--- config.mk ---
export PLATFORM = sky130hd
export DESIGN_NAME = div_unit
export DESIGN_NICKNAME = d
export VERILOG_FILES = /design/src/rtl/div_pkg.sv /design/src/rtl/div_step.sv /design/src/rtl/div_unit.sv
export SDC_FILE = /design/constraint.sdc
export NUM_CORES = 1
export LEC_CHECK = 0
export ABC_AREA = 0
export CORE_UTILIZATION = 53
export DETAILED_ROUTE_END_ITERATION = 10
export GPL_ROUTABILITY_DRIVEN = 0
export PLACE_DENSITY = 0.79
export SETUP_SLACK_MARGIN = 0.05
export SYNTH_ARGS = -nofsm -noshare
export SYNTH_HDL_FRONTEND = slang
export SYNTH_HIERARCHICAL = 1
export SYNTH_SLANG_ARGS = --single-unit
--- constraint.sdc ---
create_clock -name clk -period 3.03 [get_ports clk]
set_input_delay 0.606 -clock clk [delete_from_list [all_inputs] [get_ports clk]]
set_output_delay 0.606 -clock clk [all_outputs]
set_load 0.05 [all_outputs]
--- src/rtl/div_pkg.sv ---
// Shared types and constants for the iterative divide/remainder unit.
package div_pkg;

   typedef enum logic [1:0] {
      DIV  = 2'b00,
      DIVU = 2'b01,
      REM  = 2'b10,
      REMU = 2'b11
   } div_op_t;

   typedef enum logic [1:0] {
      IDLE   = 2'b00,
      CALC   = 2'b01,
      FINISH = 2'b10
   } div_state_t;

   localparam int DIV_ITER = 32;
   localparam int DIV_LAT  = 33;

   function automatic logic [31:0] twos_neg(input logic [31:0] v);
      return ~v + 32'd1;
   endfunction

   function automatic logic [31:0] magnitude(input logic [31:0] v, input logic neg);
      return neg ? twos_neg(v) : v;
   endfunction

endpackage

--- src/rtl/div_step.sv ---
// One restoring division iteration: shift {rem, quo} left, trial subtract, set quotient LSB.
module div_step
   import div_pkg::*;
(
   input  logic [31:0] rem,
   input  logic [31:0] quo,
   input  logic [31:0] divisor,
   output logic [31:0] next_rem,
   output logic [31:0] next_quo
);

   logic [32:0] shifted_s;
   logic        fits_s;

   // 33-bit compare keeps a 0x80000000 magnitude divisor representable
   always_comb begin
      shifted_s = {rem, quo[31]};
      fits_s    = (shifted_s >= {1'b0, divisor});
      if (fits_s) begin
         next_rem = shifted_s[31:0] - divisor;
         next_quo = {quo[30:0], 1'b1};
      end else begin
         next_rem = shifted_s[31:0];
         next_quo = {quo[30:0], 1'b0};
      end
   end

endmodule

--- src/rtl/div_unit.sv ---
// Iterative 32-bit DIV/DIVU/REM/REMU unit with Start/Busy/Done handshake.
// Optional macro DIV_FASTPATH_EN: divide-by-zero and signed overflow finish one cycle after acceptance.
module div_unit
   import div_pkg::*;
(
   input  logic        clk,
   input  logic        reset,
   input  logic        Start,
   input  logic [1:0]  Op,
   input  logic [31:0] SrcA,
   input  logic [31:0] SrcB,
   input  logic        Flush,
   output logic        Busy,
   output logic        Done,
   output logic [31:0] Result
);

   localparam logic [4:0] LAST_STEP = 5'(DIV_ITER - 1);

   div_state_t  state_r;
   div_op_t     op_r;
   logic [31:0] rem_r;
   logic [31:0] quo_r;
   logic [31:0] divisor_r;
   logic        neg_a_r;
   logic        neg_b_r;
   logic        dbz_r;
   logic [4:0]  count_r;

   logic        signed_s;
   logic        neg_a_s;
   logic        neg_b_s;
   logic [31:0] a_mag_s;
   logic [31:0] b_mag_s;
   logic [31:0] next_rem_s;
   logic [31:0] next_quo_s;
   logic [31:0] quo_fix_s;
   logic [31:0] rem_fix_s;
   logic [31:0] result_s;

   // operand decode for the accepting cycle
   always_comb begin
      signed_s = ~Op[0];
      neg_a_s  = signed_s & SrcA[31];
      neg_b_s  = signed_s & SrcB[31];
      a_mag_s  = magnitude(SrcA, neg_a_s);
      b_mag_s  = magnitude(SrcB, neg_b_s);
   end

`ifdef DIV_FASTPATH_EN
   logic fast_s;

   // cases whose result is known at acceptance
   always_comb begin
      fast_s = (SrcB == 32'd0) |
               (signed_s & (SrcA == 32'h8000_0000) & (SrcB == 32'hFFFF_FFFF));
   end
`endif

   div_step u_step (
      .rem      (rem_r),
      .quo      (quo_r),
      .divisor  (divisor_r),
      .next_rem (next_rem_s),
      .next_quo (next_quo_s)
   );

   // sign correction, divide-by-zero override and result select
   always_comb begin
      if (dbz_r) begin
         quo_fix_s = 32'hFFFF_FFFF;
      end else if (neg_a_r ^ neg_b_r) begin
         quo_fix_s = twos_neg(quo_r);
      end else begin
         quo_fix_s = quo_r;
      end
      if (neg_a_r) begin
         rem_fix_s = twos_neg(rem_r);
      end else begin
         rem_fix_s = rem_r;
      end
      if (op_r[1]) begin
         result_s = rem_fix_s;
      end else begin
         result_s = quo_fix_s;
      end
   end

   // control FSM with registered Busy/Done/Result and the iteration datapath
   always_ff @(posedge clk) begin
      if (reset) begin
         state_r   <= IDLE;
         op_r      <= DIV;
         rem_r     <= 32'd0;
         quo_r     <= 32'd0;
         divisor_r <= 32'd0;
         neg_a_r   <= 1'b0;
         neg_b_r   <= 1'b0;
         dbz_r     <= 1'b0;
         count_r   <= 5'd0;
         Busy      <= 1'b0;
         Done      <= 1'b0;
         Result    <= 32'd0;
      end else if (Flush) begin
         state_r <= IDLE;
         Busy    <= 1'b0;
         Done    <= 1'b0;
      end else begin
         Done <= 1'b0;
         case (state_r)
            IDLE: begin
               if (Start) begin
                  op_r      <= div_op_t'(Op);
                  neg_a_r   <= neg_a_s;
                  neg_b_r   <= neg_b_s;
                  dbz_r     <= (SrcB == 32'd0);
                  divisor_r <= b_mag_s;
                  rem_r     <= 32'd0;
                  quo_r     <= a_mag_s;
                  count_r   <= 5'd0;
                  Busy      <= 1'b1;
                  state_r   <= CALC;
`ifdef DIV_FASTPATH_EN
                  // preload what the full iteration would have left behind
                  if (fast_s) begin
                     state_r <= FINISH;
                     if (SrcB == 32'd0) begin
                        rem_r <= a_mag_s;
                        quo_r <= 32'hFFFF_FFFF;
                     end else begin
                        rem_r <= 32'd0;
                        quo_r <= 32'h8000_0000;
                     end
                  end
`endif
               end
            end
            CALC: begin
               rem_r   <= next_rem_s;
               quo_r   <= next_quo_s;
               count_r <= count_r + 5'd1;
               if (count_r == LAST_STEP) begin
                  state_r <= FINISH;
               end
            end
            FINISH: begin
               Result  <= result_s;
               Done    <= 1'b1;
               Busy    <= 1'b0;
               state_r <= IDLE;
            end
            default: begin
               state_r <= IDLE;
               Busy    <= 1'b0;
            end
         endcase
      end
   end

endmodule

==> impl_metrics.ini, run 1 <==
[floorplan]
dieArea_um2 = 21500
die_x_um = 147
rows = 52
die_h_um = 147
pin_count = 104
initial_core_util_pct = 54.4
core-area_um2 = 20400

[timing]
final.setup.tns_ns = 0
setup_viol = 0
slew_violations = 0
slew_headroom_pct = 27.2
fin_worst_skew_ns = 0.0154
rsz0062_at_grt = true
fmax_mhz = 334
final_hold_viol_count = 0
worst_pin_slew_ns = 1.08
fin_crit_sh_pct = 98.9
fin_crit_ns = 3.00

[grt]
grt_usage_pct = 30.3
gr-total-overflow = 0
grt_pass1_vias = 9947
grt_pass1_wl_mm = 52.4
grt_max_degree = 107
antenna_found_initial = 0

[setup_path]
critPathKind = flip-flop to flip-flop
cp_data_arrival_time_ns = 3.31
r2r_cells = 13
r2r_end = rem_r[16]
worstPathCellList = inv_1 > ha_1 > nand4_1 > or3_1 > o22ai_2 > nor4_2 > o21ai_2 > o32ai_4 > buf_4 > clkbuf_16 > mux2_4 > nand3_1 > a21oi_1
start_kind = flip-flop
critPathSlowestCell = or3_1
end_kind = flip-flop
timing.rr.start = divisor_r[26]
max_stage_delay_ns = 0.46
path_buf_inv = 3
path_delay_family = simple AND/OR/NAND/NOR gates
worstPathMaxFanout = 10
critPathRequiredTime_ns = 3.34
r2r_setup_slack_ns = 0.03

[placement]
place_inst = 1802
dp_hpwl_mm = 24.4
portBuffers = 103

[clock_network]
cts_buffers = 17
cts_tree = yes
path_clk_slew_ns = 0.07
cts-root-buf = clkbuf_16
clockBufferDepth = 2
numClockSinks = 141
htree_levels = 4
clkLatencyLatePin_ns = 0.44

[logic_synthesis]
avgSynthCellArea_um2 = 7.57
syn_nets = 1572
syn_inst = 1463
synth_edf_count = 0
synth-seq-cells = 141
ys_warn_count = 6
yosysUniqueCellTypes = 78
synthArstFlopShare_pct = 0
ys.flop_type = dfxtp_1
syn-cell-area_um2 = 11100
yosysSeqAreaShare_pct = 25.5

[power]
p_leak_nw = 5.41
powerDensity_nw_per_um2 = 407
vdd_drop_max_mv = 0.355
p_total_mw = 5.54

[cells_and_area]
syn_to_final_growth_pct = 22.9
layout_common_cells = nor2_1 (142), dfxtp_1 (138), nand2_1 (122)
stdcell_count = 1848
final_common_cell = nor2_1
final_util_pct = 66.8
antenna_cells = 0
num-fill-cells = 1626
final_nets = 1674
drive_gt1_share_pct = 15.0

[drt]
via_per_inst = 6.25
drc = 0
vias = 11500
ant_nets = 0
routed_wl_mm = 34.3
dr.pass1.iters = 5
wl_per_cell_um = 18.6
drt_iter0_drc = 1336

[worst_hold_path]
min_path_type = flip-flop to flip-flop
hold-path-cell-count = 2
hold_end = Result[0]
min_from = Result[0]

[flow_run]
max-cap-violations = 0

[outcome]
status = complete, no violations
-- timing repair --
item / CTS / global route
pin swaps: 2 / 18
endpoints found under the setup margin: 14 / 33
setup buffers: 1 / 10
gates resized for setup: 6 / 53
hold buffers: 0 / 0
gates cloned: 0 / 3
-- registers in the layout, indices dropped and copies added (netlist names) --
| register | cells |
|---|---|
| state_r | 2 |
| op_r | 1 |
| rem_r | 32 |
| Busy | 1 |
| quo_r | 32 |
| Done | 1 |
| dbz_r | 1 |
| neg_b_r | 1 |
| Result | 32 |
| count_r | 5 |
| divisor_r | 32 |
| neg_a_r | 1 |
-- layout make-up --
class / count / area [µm²] / area share [%]
clock inverters: 14 / 184 / 1.35
well taps: 270 / 338 / 2.48
repair buffers: 210 / 1920 / 14.1
flip-flops and latches: 141 / 2830 / 20.8
multi-input cells: 1130 / 7650 / 56.2
clock buffers: 18 / 439 / 3.23
inverters: 65 / 244 / 1.79
-- cell families (layout without fill, tap and decap cells) --
group           after synthesis  in the layout  synth area share (%)
simple gates                524            524                  23.7
compound gates              399            399                  23.7
buf+inv                     192            307                  7.88
flops                       141            141                  25.5
xor+xnor                    129            129                  10.2
fa+ha+maj                    39             39                  4.48
mux                          39             39                  4.54
-- metal layers --
metal | track usage, % | share of wire, % | vias to the layer above
met2 | 46.0 | 44 | 587
met5 | 0 | 0 | -
li1 | - | - | 5478
met1 | 42.2 | 44 | 5373
met4 | 14.5 | 4.1 | 0
met3 | 4.38 | 7.5 | 105
-- where the power goes --
part           switching [mW]  total (mW)  internal, mW
sequential             0.0754        1.99          1.92
clock                   0.894        2.23          1.33
combinational           0.757        1.32         0.563
total                    1.73        5.54          3.81
-- worst reg2reg max path, stage by stage (launching register included) --
cell,delay (ns)
dfxtp_1,0.34
inv_1,0.12
ha_1,0.37
nand4_1,0.17
or3_1,0.46
o22ai_2,0.21
nor4_2,0.09
o21ai_2,0.19
o32ai_4,0.13
buf_4,0.17
clkbuf_16,0.18
mux2_4,0.30
nand3_1,0.07
a21oi_1,0.08
-- worst max path at each step --
stage	start	end	slack [ns]	cells after the start
after global placement	divisor_r[19]	rem_r[29]	-0.04	13
final	divisor_r[26]	rem_r[16]	0.03	13
after detailed placement	divisor_r[19]	rem_r[28]	-0.001	12
after global routing	divisor_r[26]	rem_r[15]	-0.03	13
after CTS	divisor_r[2]	rem_r[2]	0.003	14
after floorplan	rem_r[1]	rem_r[4]	0.12	13
-- synth_stat cells, drive strengths merged (4+ instances only) --
library cell,n,area (µm²)
a211oi,43,323
nor2,144,541
nor3b,4,30.0
o32ai,4,53.8
dfxtp,141,2820
a311oi,4,35.0
nand3,63,315
a21oi,130,658
mux2i,9,90.1
inv,65,244
or2,7,43.8
and2,9,56.3
a221o,6,60.1
a31oi,36,225
a221oi,14,123
mux2,30,413
o41ai,10,87.6
xor2,62,543
o31ai,26,195
o21a,5,37.5
o21ai,52,264
nand2b,14,87.6
a41oi,9,78.8
nor4,35,283
buf,44,317
nor3,50,250
xnor2,67,587
ha,38,475
nand3b,9,67.6
a21o,21,158
nand2,123,462
and3,7,43.8
nor4b,4,41.3
nor2b,9,56.3
o21bai,4,30.0
o211ai,9,67.6
or3,16,106
o22ai,8,50.1
or4,8,67.6
nand4,14,93.8
clkbuf,83,312
-- stage by stage --
step	hold slack (ns)	area (µm²)	worst slack, ns
finish	0.451	13600	0.0341
global route	0.469	13600	-0.0312
CTS	0.454	13300	0.00349
detailed placement	0.443	12600	-0.00138
global placement	0.435	12600	-0.0360
floorplan	0.425	11100	0.119
No activity file was read; power rests on OpenSTA's default activity.
==> run 2: changes to the inputs <==
--- a/config.mk
+++ b/config.mk
@@ -6,10 +6,12 @@
 export NUM_CORES = 1
 export LEC_CHECK = 0
 export ABC_AREA = 0
-export CORE_UTILIZATION = 53
+export CORE_UTILIZATION = 40
+export CTS_BUF_LIST = sky130_fd_sc_hd__clkbuf_2
 export DETAILED_ROUTE_END_ITERATION = 10
 export GPL_ROUTABILITY_DRIVEN = 0
-export PLACE_DENSITY = 0.79
+export GPL_TIMING_DRIVEN = 0
+export PLACE_DENSITY = 0.62
 export SETUP_SLACK_MARGIN = 0.05
 export SYNTH_ARGS = -nofsm -noshare
 export SYNTH_HDL_FRONTEND = slang
==> impl_metrics.ini, run 2 (same netlist as run 1, synthesis figures left out) <==
[outcome]
status = finished, violations left
violations = negative setup slack

[floorplan]
pin_count = 104
die_x_um = 168
initial_core_util_pct = 41.0
core-area_um2 = 27000
dieArea_um2 = 28300
die_h_um = 168
rows = 60

[cells_and_area]
ff_latch_area_um2 = 2900
multi_input_area_um2 = 7990
num-fill-cells = 2621
layout_common_cells = nor2_1 (143), nand2_1 (121), dfxtp_1 (106)
drive_gt1_share_pct = 17.5
syn_to_final_growth_pct = 23.6
final_common_cell = nor2_1
final_nets = 1712

[power]
p_int_mw = 2.88
vdd_drop_max_mv = 0.205
p_leak_nw = 5.19
p_switching_mw = 1.67
powerDensity_nw_per_um2 = 333
seq_power_share_pct = 43.7
swShare_pct = 36.7
clkPwrFrac_pct = 26.1
p_comb_share_pct = 30.2

[setup_path]
end_kind = flip-flop
critPathRequiredTime_ns = 3.68
cp_data_arrival_time_ns = 3.81
critPathKind = flip-flop to flip-flop
start_kind = flip-flop
worstPathMaxFanout = 5

[drt]
wl_per_cell_um = 19.5
vias = 11500
dr.pass1.iters = 5
drt_iter0_drc = 916
routed_wl_mm = 38.2
top_layer = met4
wl_met1_mm = 18.3
via_per_inst = 5.89
wl_met2_mm = 16.9
ant_nets = 0
dr_wl_met3_mm = 2.10
drc = 0

[clock_network]
clockBufferDepth = 2
cts-root-buf = clkbuf_2
clkLatencyLatePin_ns = 0.75
path_clk_slew_ns = 0.25
numClockSinks = 141
cts_tree = yes
cts_buffers = 17
htree_levels = 4

[timing]
rsz0062_at_grt = true
final_hold_viol_count = 0
slew_headroom_pct = 29.5
fin_worst_skew_ns = 0.0437
fin_crit_ns = 3.16
whs_ns = 0.432
worst_pin_slew_ns = 1.06
setup_viol = 29
slew_violations = 0
worst_slack_ns = -0.128
fin_crit_sh_pct = 104
fmax_mhz = 317

[grt]
grt_usage_pct = 26.7
gr-total-overflow = 0
grt_pass1_vias = 10500
antenna_found_initial = 1
grt_pass1_wl_mm = 59.8
grt_max_degree = 17

[placement]
portBuffers = 102
dp_hpwl_mm = 29.2
place_ws_ns = -0.576

[worst_hold_path]
min_path_type = input port to flip-flop

[flow_run]
max-cap-violations = 0
-- run 2: layout make-up --
class / instances / share of cell area [%]
Antenna cell: 1 / 0.0183
Buffer: 118 / 4.42
Clock buffer: 17 / 0.622
Clock inverter: 15 / 1.19
Inverter: 65 / 1.78
Multi-Input combinational cell: 1130 / 58.4
Sequential cell: 141 / 21.2
Tap cell: 341 / 3.12
Timing Repair Buffer: 130 / 9.27
-- run 2: path summary, 6_finish.rpt --
path / from / end / slack, ns / cells after the start
worst max-delay path: divisor_r[2] / rem_r[28] / -0.13 / 15
worst min-delay path: SrcB[1] / divisor_r[1] / 0.43 / 3
worst max register to register: divisor_r[2] / rem_r[28] / -0.13 / 15
worst min register to register: Result[14] / Result[14] / 0.47 / 2
-- run 2: through the flow --
step | TNS, ns | utilization [%] | power, mW | cell area, µm² | instances
floorplan | 0 | - | 2.84 | 11100 | 1463
global placement | -16.31 | 46.3 | 3.23 | 12500 | 1906
detailed placement | -17.79 | 46.3 | 3.24 | 12500 | 1906
CTS | 0 | 48.9 | 4.48 | 13200 | 1949
global route | -5.99 | 50.6 | 4.77 | 13700 | 1958
finish | -2.67 | 50.6 | 4.56 | 13700 | 1958
-- run 2: power groups by stage --
| stage | clock network, mW | registers, mW | logic (mW) |
|---|---|---|---|
| after global placement | 0 | 2.03 | 1.20 |
| after global routing | 1.29 | 2.00 | 1.48 |
| after detailed placement | 0 | 2.03 | 1.21 |
| final | 1.19 | 1.99 | 1.38 |
| after CTS | 1.22 | 1.99 | 1.27 |
| after floorplan | 0 | 2.01 | 0.827 |
-- run 2: worst max-delay path: stages (launching register included) --
cell     delay (ns)
dfxtp_2        0.41
inv_2          0.05
ha_4           0.25
a21oi_2        0.15
o21ai_2        0.08
a221o_1        0.40
a21oi_2        0.20
nor3_2         0.06
nor4_1         0.26
o21ai_1        0.20
o32ai_4        0.21
buf_6          0.19
buf_8          0.14
mux2_4         0.30
nand3_1        0.08
a21oi_2        0.07
-- run 2: what timing repair did --
item,CTS,global route
setup endpoints to repair,33,34
setup buffers,17,10
hold buffers,0,0
pin swaps,7,44
gates cloned,3,0
resized for setup,92,93
-- run 2: layer usage --
layer  track usage (%)  up-vias
met4              8.81        0
met5                 0        -
li1                  -     5570
met3              3.06       44
met1              38.6     5527
met2              40.9      383
